`src/rtl/jpeg_dezigzag_stream.sv`:
```
// Double-buffered inverse-zigzag stage: sparse zigzag-indexed writes in, 64 raster-order coefficients out.
// Optional index-ordering checker enabled by defining JPEG_DZZ_ORDER_CHK_EN.
module jpeg_dezigzag_stream #(
  parameter int unsigned WIDTH     = 16,
  parameter int unsigned TRANSPOSE = 0
) (
  input  logic             clk,
  input  logic             rst_n,
  input  logic             in_valid,
  output logic             in_ready,
  input  logic [WIDTH-1:0] in_data,
  input  logic [5:0]       in_idx,
  input  logic             in_last,
  output logic             out_valid,
  input  logic             out_ready,
  output logic [WIDTH-1:0] out_data,
  output logic             out_last,
  output logic             err_order
);

  localparam int unsigned NCOEF = 64;
  localparam int unsigned IDXW  = 6;
  localparam int unsigned NBANK = 2;

  typedef enum logic [1:0] {
    EMPTY    = 2'd0,
    FILLING  = 2'd1,
    FULL     = 2'd2,
    DRAINING = 2'd3
  } bank_state_e;

  // Zigzag scan index -> raster position (8*row + col).
  localparam logic [IDXW-1:0] ZZ2RASTER [NCOEF] = '{
    6'd0,  6'd1,  6'd8,  6'd16, 6'd9,  6'd2,  6'd3,  6'd10,
    6'd17, 6'd24, 6'd32, 6'd25, 6'd18, 6'd11, 6'd4,  6'd5,
    6'd12, 6'd19, 6'd26, 6'd33, 6'd40, 6'd48, 6'd41, 6'd34,
    6'd27, 6'd20, 6'd13, 6'd6,  6'd7,  6'd14, 6'd21, 6'd28,
    6'd35, 6'd42, 6'd49, 6'd56, 6'd57, 6'd50, 6'd43, 6'd36,
    6'd29, 6'd22, 6'd15, 6'd23, 6'd30, 6'd37, 6'd44, 6'd51,
    6'd58, 6'd59, 6'd52, 6'd45, 6'd38, 6'd31, 6'd39, 6'd46,
    6'd53, 6'd60, 6'd61, 6'd54, 6'd47, 6'd55, 6'd62, 6'd63
  };

  bank_state_e      state_q [NBANK];
  bank_state_e      state_d [NBANK];
  logic [NCOEF-1:0] mask_q  [NBANK];
  logic [NCOEF-1:0] mask_d  [NBANK];
  logic [WIDTH-1:0] data_q  [NBANK][NCOEF];
  logic             wr_bank_q, wr_bank_d;
  logic             rd_bank_q, rd_bank_d;
  logic [IDXW-1:0]  k_q, k_d;

  logic             in_fire;
  logic             out_fire;
  logic [IDXW-1:0]  wr_pos;
  logic [IDXW-1:0]  rd_pos;

  assign wr_pos   = ZZ2RASTER[in_idx];
  assign in_fire  = in_valid && in_ready;
  assign out_fire = out_valid && out_ready;

  // Column-major read swaps the row and column fields of the counter.
  generate
    if (TRANSPOSE != 0) begin : g_col_major
      assign rd_pos = {k_q[2:0], k_q[5:3]};
    end else begin : g_row_major
      assign rd_pos = k_q;
    end
  endgenerate

  // State register.
  always_ff @(posedge clk) begin
    if (!rst_n) begin
      for (int b = 0; b < int'(NBANK); b++) begin
        state_q[b] <= EMPTY;
        mask_q[b]  <= '0;
      end
      wr_bank_q <= 1'b0;
      rd_bank_q <= 1'b0;
      k_q       <= '0;
    end else begin
      for (int b = 0; b < int'(NBANK); b++) begin
        state_q[b] <= state_d[b];
        mask_q[b]  <= mask_d[b];
      end
      wr_bank_q <= wr_bank_d;
      rd_bank_q <= rd_bank_d;
      k_q       <= k_d;
    end
  end

  // Coefficient storage; unwritten entries are masked on read so no reset is needed.
  always_ff @(posedge clk) begin
    if (rst_n && in_fire) begin
      data_q[wr_bank_q][wr_pos] <= in_data;
    end
  end

  // Next-state logic. The write bank is EMPTY/FILLING and the read bank is
  // FULL/DRAINING whenever they fire, so the two updates never hit the same bank.
  always_comb begin
    for (int b = 0; b < int'(NBANK); b++) begin
      state_d[b] = state_q[b];
      mask_d[b]  = mask_q[b];
    end
    wr_bank_d = wr_bank_q;
    rd_bank_d = rd_bank_q;
    k_d       = k_q;

    if (in_fire) begin
      mask_d[wr_bank_q][wr_pos] = 1'b1;
      if (in_last) begin
        state_d[wr_bank_q] = FULL;
        wr_bank_d          = ~wr_bank_q;
      end else begin
        state_d[wr_bank_q] = FILLING;
      end
    end

    if (out_fire) begin
      k_d = k_q + IDXW'(1);
      if (k_q == IDXW'(NCOEF - 1)) begin
        state_d[rd_bank_q] = EMPTY;
        mask_d[rd_bank_q]  = '0;
        rd_bank_d          = ~rd_bank_q;
      end else begin
        state_d[rd_bank_q] = DRAINING;
      end
    end
  end

  // Handshake and output data decode.
  always_comb begin
    in_ready  = 1'b0;
    out_valid = 1'b0;
    out_last  = 1'b0;
    out_data  = '0;
    in_ready  = (state_q[wr_bank_q] == EMPTY) || (state_q[wr_bank_q] == FILLING);
    out_valid = (state_q[rd_bank_q] == FULL) || (state_q[rd_bank_q] == DRAINING);
    out_last  = out_valid && (k_q == IDXW'(NCOEF - 1));
    if (mask_q[rd_bank_q][rd_pos]) begin
      out_data = data_q[rd_bank_q][rd_pos];
    end
  end

`ifdef JPEG_DZZ_ORDER_CHK_EN
  logic [IDXW-1:0] prev_idx_q;
  logic            err_q;

  // Sticky flag for a non-increasing index after the first write of a block.
  always_ff @(posedge clk) begin
    if (!rst_n) begin
      prev_idx_q <= '0;
      err_q      <= 1'b0;
    end else if (in_fire) begin
      prev_idx_q <= in_idx;
      if ((state_q[wr_bank_q] != EMPTY) && (in_idx <= prev_idx_q)) begin
        err_q <= 1'b1;
      end
    end
  end

  assign err_order = err_q;
`else
  assign err_order = 1'b0;
`endif

endmodule
```
`config.mk`:
```
export PLATFORM = sky130hd
export DESIGN_NAME = jpeg_dezigzag_stream
export DESIGN_NICKNAME = d
export VERILOG_FILES = /design/src/rtl/jpeg_dezigzag_stream.sv
export SDC_FILE = /design/constraint.sdc
export NUM_CORES = 2
export LEC_CHECK = 0
export CORE_MARGIN = 8
export CORE_UTILIZATION = 57
export DETAILED_ROUTE_END_ITERATION = 8
export GPL_TIMING_DRIVEN = 0
export PLACE_DENSITY = 0.73
export SLEW_MARGIN = 20
export SYNTH_ARGS = -nofsm -noshare
export SYNTH_HDL_FRONTEND = slang
export SYNTH_SLANG_ARGS = --single-unit
```
`constraint.sdc`:
```
create_clock -name clk -period 4.7 [get_ports clk]
set_input_delay 0.94 -clock clk [delete_from_list [all_inputs] [get_ports clk]]
set_output_delay 0.94 -clock clk [all_outputs]
set_load 0.005 [all_outputs]
```
### Word-level counts from Yosys, hierarchy flattened

Memory sizes are Yosys's and may differ from the RTL's. A register that Yosys moved wholly into a read port is not among the register bits.
Cells that the tools add are included.

* $add $sub $neg: 1
* equality and inequality tests: 4
* reduce and logical (&&, ||, !) cells: 13
* $mul: 0
* bitwise logic cells: 23
* $lt $le $gt $ge: 11
* multiplexer cells: 43
* divide/modulo/power cells: 0
* shift operators: 0

Operators with widths (number)
* 1024-bit 2-to-1 mux: 1
* 128-bit 2-to-1 mux: 3
* 64-bit 2-to-1 mux: 4
* 128-bit bitwise AND: 1
* 64-bit demux with 1-bit select: 2
* 128-bit inverter: 1
* 128-bit OR: 1
* 16-bit binary-select mux with 6-bit select: 1
* 16-bit demux with 6-bit select: 1
* 16-bit 2-to-1 mux: 4
* 7-bit >= comparator, second input constant: 3
* 6-bit inverter with 7-bit output: 3
* 4-bit 2-to-1 mux: 4
* 6-bit by 7-bit < comparator with 1-bit output, second input constant: 2
* 1-bit 2-to-1 mux: 13
* 6-bit 2-to-1 mux: 2
* 1-bit logical AND: 8
* 2-bit 2-to-1 mux: 4
* 7-bit by 1-bit < comparator with 1-bit output, second input constant: 1
* 6-bit by 1-bit adder with 6-bit output, second input constant: 1
* 1-bit binary-select mux with 6-bit select: 1
* 1-bit demux with 6-bit select: 1
* 6-bit equality test, second input constant: 1
* 6-bit by 1-bit >= comparator with 1-bit output, second input constant: 1
* 17 further kinds: 31

* output and inout port bits: 20
* bits in read-only memories: 384
* logic and storage cells: 102
* latch bits: 0
* input port bits: 27
* memory bits (writable): 2180
* memories: 4
* flip-flop bits (word level): 8

Memories
* data_q: depth 2, bits a word 1024, rd ports 1, clocked after Yosys merged registers in 1, wr ports 1, RTL line 48 `logic [WIDTH-1:0] data_q [NBANK][NCOEF];`
* (no name shown): depth 64, bits a word 6, rd ports 1, clocked after Yosys merged registers in 0, wr ports 0, RTL line 58 `assign wr_pos = ZZ2RASTER[in_idx];`
* mask_q: depth 2, bits a word 64, rd ports 3, clocked after Yosys merged registers in 1, wr ports 2, RTL line 46 `logic [NCOEF-1:0] mask_q [NBANK];`
* state_q: depth 2, bits a word 2, rd ports 4, clocked after Yosys merged registers in 2, wr ports 2, RTL line 44 `bank_state_e state_q [NBANK];`

### Depth between registers and ports, before layout

* word-level depth: 16
* mapped depth: 13
* gate-level depth less buffers: 9

### Worst setup path after synthesis

OpenSTA, ideal clock, no wires.

* path type: in2reg
* start point: input in_idx[0]
* end point: memory data_q[0][976] in the netlist's numbering (enable)
* buffers on the path: 1
* path slack: 0.596 ns
* setup time: 0.388 ns
* arrival: 3.716 ns
* stages on the path: 10
* required time: 4.312 ns
* cell sequence: buf_2 > inv_1 > ha_1 > mux2_2 > mux4_2 > nor2_1 > o21ai_2 > nor2_1 > nand2_1 > nor2_1

* word-level cells in the longest chain between the ends: 10
* elaborated cells on any way between the ends: 11
* those cells by class: 2 x order compare; 5 x mux; 2 x bitwise; 1 x reduce/logical; 1 x memory

RTL lines
* from (decl): RTL line 12 `input logic [5:0] in_idx,`
* 6-bit inverter with 7-bit output (implied by the code) *: RTL line 58
* memory read 64 x 6 bit *
* 6-bit 2-to-1 mux (implied by the code) * (2 in a row): RTL line 58
* 6-bit inverter with 7-bit output (implied by the code) *: RTL line 95 `data_q[wr_bank_q][wr_pos] <= in_data;`
* 7-bit >= comparator (implied by the code) or 7-bit by 1-bit < comparator with 1-bit output (tied branches): RTL line 95
* 1-bit logical AND (implied by the code): RTL line 95
* 16-bit 2-to-1 mux (implied by the code): RTL line 95
* 16-bit demux with 6-bit select *: RTL line 95
* 1024-bit 2-to-1 mux (implied by the code) *: RTL line 95
* to (decl): RTL line 48

Every way passes the cells marked *; elsewhere a longest branch is shown, timed or not. The select of a mux whose other input is x is not followed.

==> flow_metrics.tcl <==
set metrics [dict create \
    hp-class "in2reg" \
    crit_fanout 5 \
    yosysSeqAreaShare_pct 75.15 \
    crit_buf_inv 5 \
    via_per_inst 7.184 \
    syn_inst 4112 \
    syn-cell-area_mm2 0.08557 \
    slowest_stage "mux4_2" \
    violations "setup timing" \
    cts_root_buffer "clkbuf_16" \
    holdPathStages 1 \
    antenna_left 0 \
    max-cap-violations 0 \
    skew_ns 0.05383 \
    grt_pass1_wl_um 375800 \
    arrival_ns 4.07 \
    drv_slew 0 \
    drt_iter0_drc 8265 \
    crit_path_end_kind "primary output" \
    die_x_um 403.5 \
    finalCriticalPeriod_ns 5.012 \
    worst_pin_slew_ns 1.236 \
    totalWireLength_um 285100 \
    synth.avg_cell_area_um2 20.81 \
    grt_pass1_vias 46450 \
    met2_usage_pct 48.67 \
    drive_above_1_share_pct 37.95 \
    htree_levels 4 \
    cts_tree "done" \
    rsz0062_at_grt "true" \
    fin_area_mm2 0.1040 \
    async_reset_ff_share_pct 0 \
    start_util_pct 57.27 \
    antenna_found_initial 10 \
    placed_cell_area_mm2 0.09070 \
    fin_crit_sh_pct 106.6 \
    power_leakage_nw 32.27 \
    fp.dieH_um 403.5 \
    final_common_cell "edfxtp_1" \
    vdd_ir_drop_max_v 0.0003200 \
    status "finished with violations" \
    vias 49290 \
    ys.flop_type "edfxtp_1" \
    cp_top_family "compound AO/OA/AOI/OAI gates" \
    route.detailed.drc 0 \
    met1_usage_pct 43.76 \
    layout_setup_ws_ns -0.3118 \
    dr.pass1.iters 6 \
    cp-start-kind "flip-flop" \
    port-buffer-count 43 \
    busiest_layer "met2" \
    ys_types 71 \
    hold_viol 0 \
    num_rows 142 \
    finalPower_mw 39.84 \
    max_freq_ghz 0.1995 \
    core_mm2 0.1494 \
    hold_slack_ns 0.4072 \
    reg2reg_depth 8 \
    yosysWarnings 0 \
    cp_data_required_time_ns 3.76 \
    globalRoute.totalOverflow 0 \
    crit_cells 11 \
    grt_util_met3_pct 12.45 \
    final_cell_mix "2048 x edfxtp_1, 542 x mux4_2, 218 x clkbuf_16, 155 x nor2_1" \
    power.density_mw_per_mm2 382.9 \
    die_area_mm2 0.1628 \
    path_class "reg2out" \
    finalSetupViolCount 57 \
    track_usage_pct 33.60 \
    slowest_delay_ns 0.52 \
    wl_per_cell_um 41.54 \
    synth_edf_count 2048 \
    layout.cells.non_filler 6862 \
    place_congestion 1.026 \
    area_delta_synth_final_pct 21.59 \
    grt_max_degree 113 \
    ys_ff_latch 2188 \
    clkSlewWorstSetupHoldPaths_ns 0.06 \
    ios 47 \
    layout.nets 4712 \
    crit_chain "buf_16 > buf_16 > clkbuf_16 > buf_6 > mux4_2 > mux2_4 > o22ai_4 > nor3_4 > a31oi_4 > a31oi_4 > buf_2" \
    cts_buffers 205 \
    cts.sinks 2188 \
    dp.cells 6255 \
    dp_hpwl_um 175500 \
    cts_buffer_depth 3 \
    worstSkewPairLatency_ns 0.88 \
    postSynthNetCount 4154 \
    slew_headroom_pct 17.59 \
]
cells in the mapped netlist (all sizes together), types with 5 or more instances:
cell | number | area [µm²]
inv | 8 | 30.03
nand2 | 72 | 270.3
o22ai | 26 | 162.7
o21ai | 25 | 132.6
nor3 | 22 | 160.2
dfxtp | 140 | 2803
a31oi | 37 | 246.5
nor2 | 287 | 1077
ha | 15 | 187.7
mux4 | 575 | 13080
and3 | 25 | 156.4
nand2b | 19 | 118.9
o211ai | 6 | 45.04
or2 | 6 | 37.54
nand3 | 30 | 150.1
a211oi | 28 | 210.2
mux2i | 68 | 680.7
a21oi | 154 | 770.7
edfxtp | 2048 | 61500
and2 | 18 | 112.6
clkbuf | 89 | 379.1
nor4 | 5 | 31.28
a221oi | 8 | 70.07
nor2b | 33 | 206.5
buf | 166 | 1229
mux2 | 42 | 473.0
a22oi | 104 | 780.8
nand4 | 6 | 37.54
routing by layer:
metal	wire length, µm	share of wire (%)	up-vias
li1	-	-	18280
met1	91180	32	25240
met2	124200	44	4672
met3	46370	16	1095
met4	23280	8.2	6
met5	45	0.016	-
metrics by stage:
stage	TNS [ns]	util, %	worst slack [ns]
floorplan	0	-	0.5959
global placement	-5774.37	59.24	-2.703
detailed placement	-2624.81	60.70	-1.697
CTS	-3.343	68.23	-0.2606
global route	-7.737	69.62	-0.3183
finish	-5.288	69.63	-0.3118
cells by family after synthesis:
kind of cell,after synthesis,share of synthesized area (%)
muxes,685,16.64
and+or+nand+nor,530,2.821
AOI/OAI and AO/OA,423,3.189
xor gates and xnor gates,6,0.06141
buffers and inverters,264,1.918
DFF,2188,75.15
other,1,0.004383
adders and majority gates,15,0.2193
path summary, 6_finish.rpt:
kind / start / endpoint / slack [ns]
worst max-delay path: flip-flop / out_data[12] / -0.31
worst min-delay path: in_data[5] / data_q[0][373]$_DFFE_PP_ / 0.41
worst max register to register: flip-flop / data_q[1][767]$_DFFE_PP_ / 0.80
worst min register to register: mask_q[1][20]$_SDFF_PN0_ / mask_q[1][20]$_SDFF_PN0_ / 0.46
state kept, by name, summed over array words and instances, names as in the netlist, named ones only:
name,flops
mask_q,128
data_q,2048
wr_bank_q,1
k_q,6
rd_bank_q,1
state_q,2
layout make-up:
class | count | area [µm²]
buffer | 245 | 3362
timing repair buffer | 361 | 4808
antenna | 5 | 12.51
sequential | 2188 | 64310
clock inverter | 118 | 1217
fill | 8472 | 45380
tap | 2016 | 2522
inverter | 9 | 33.78
clock buffer | 260 | 5431
multi-input combinational | 1660 | 22350
what timing repair did:
action                                   CTS  global route
gates cloned                               1             4
gates resized for setup                  765           191
setup buffers                            120           111
hold buffers                               0             0
endpoints found under the setup margin  1877          1477
pin swaps                                 97            91
power by group:
part	internal (mW)	leakage [nW]	switching (mW)	total [mW]
Clock	9.24	3.25	7.41	16.7
Sequential	21.3	19.5	0.0152	21.3
Combinational	0.555	9.49	1.29	1.85
Total	31.1	32.3	8.72	39.8
Note: power is estimated with default switching activity, not from simulation.
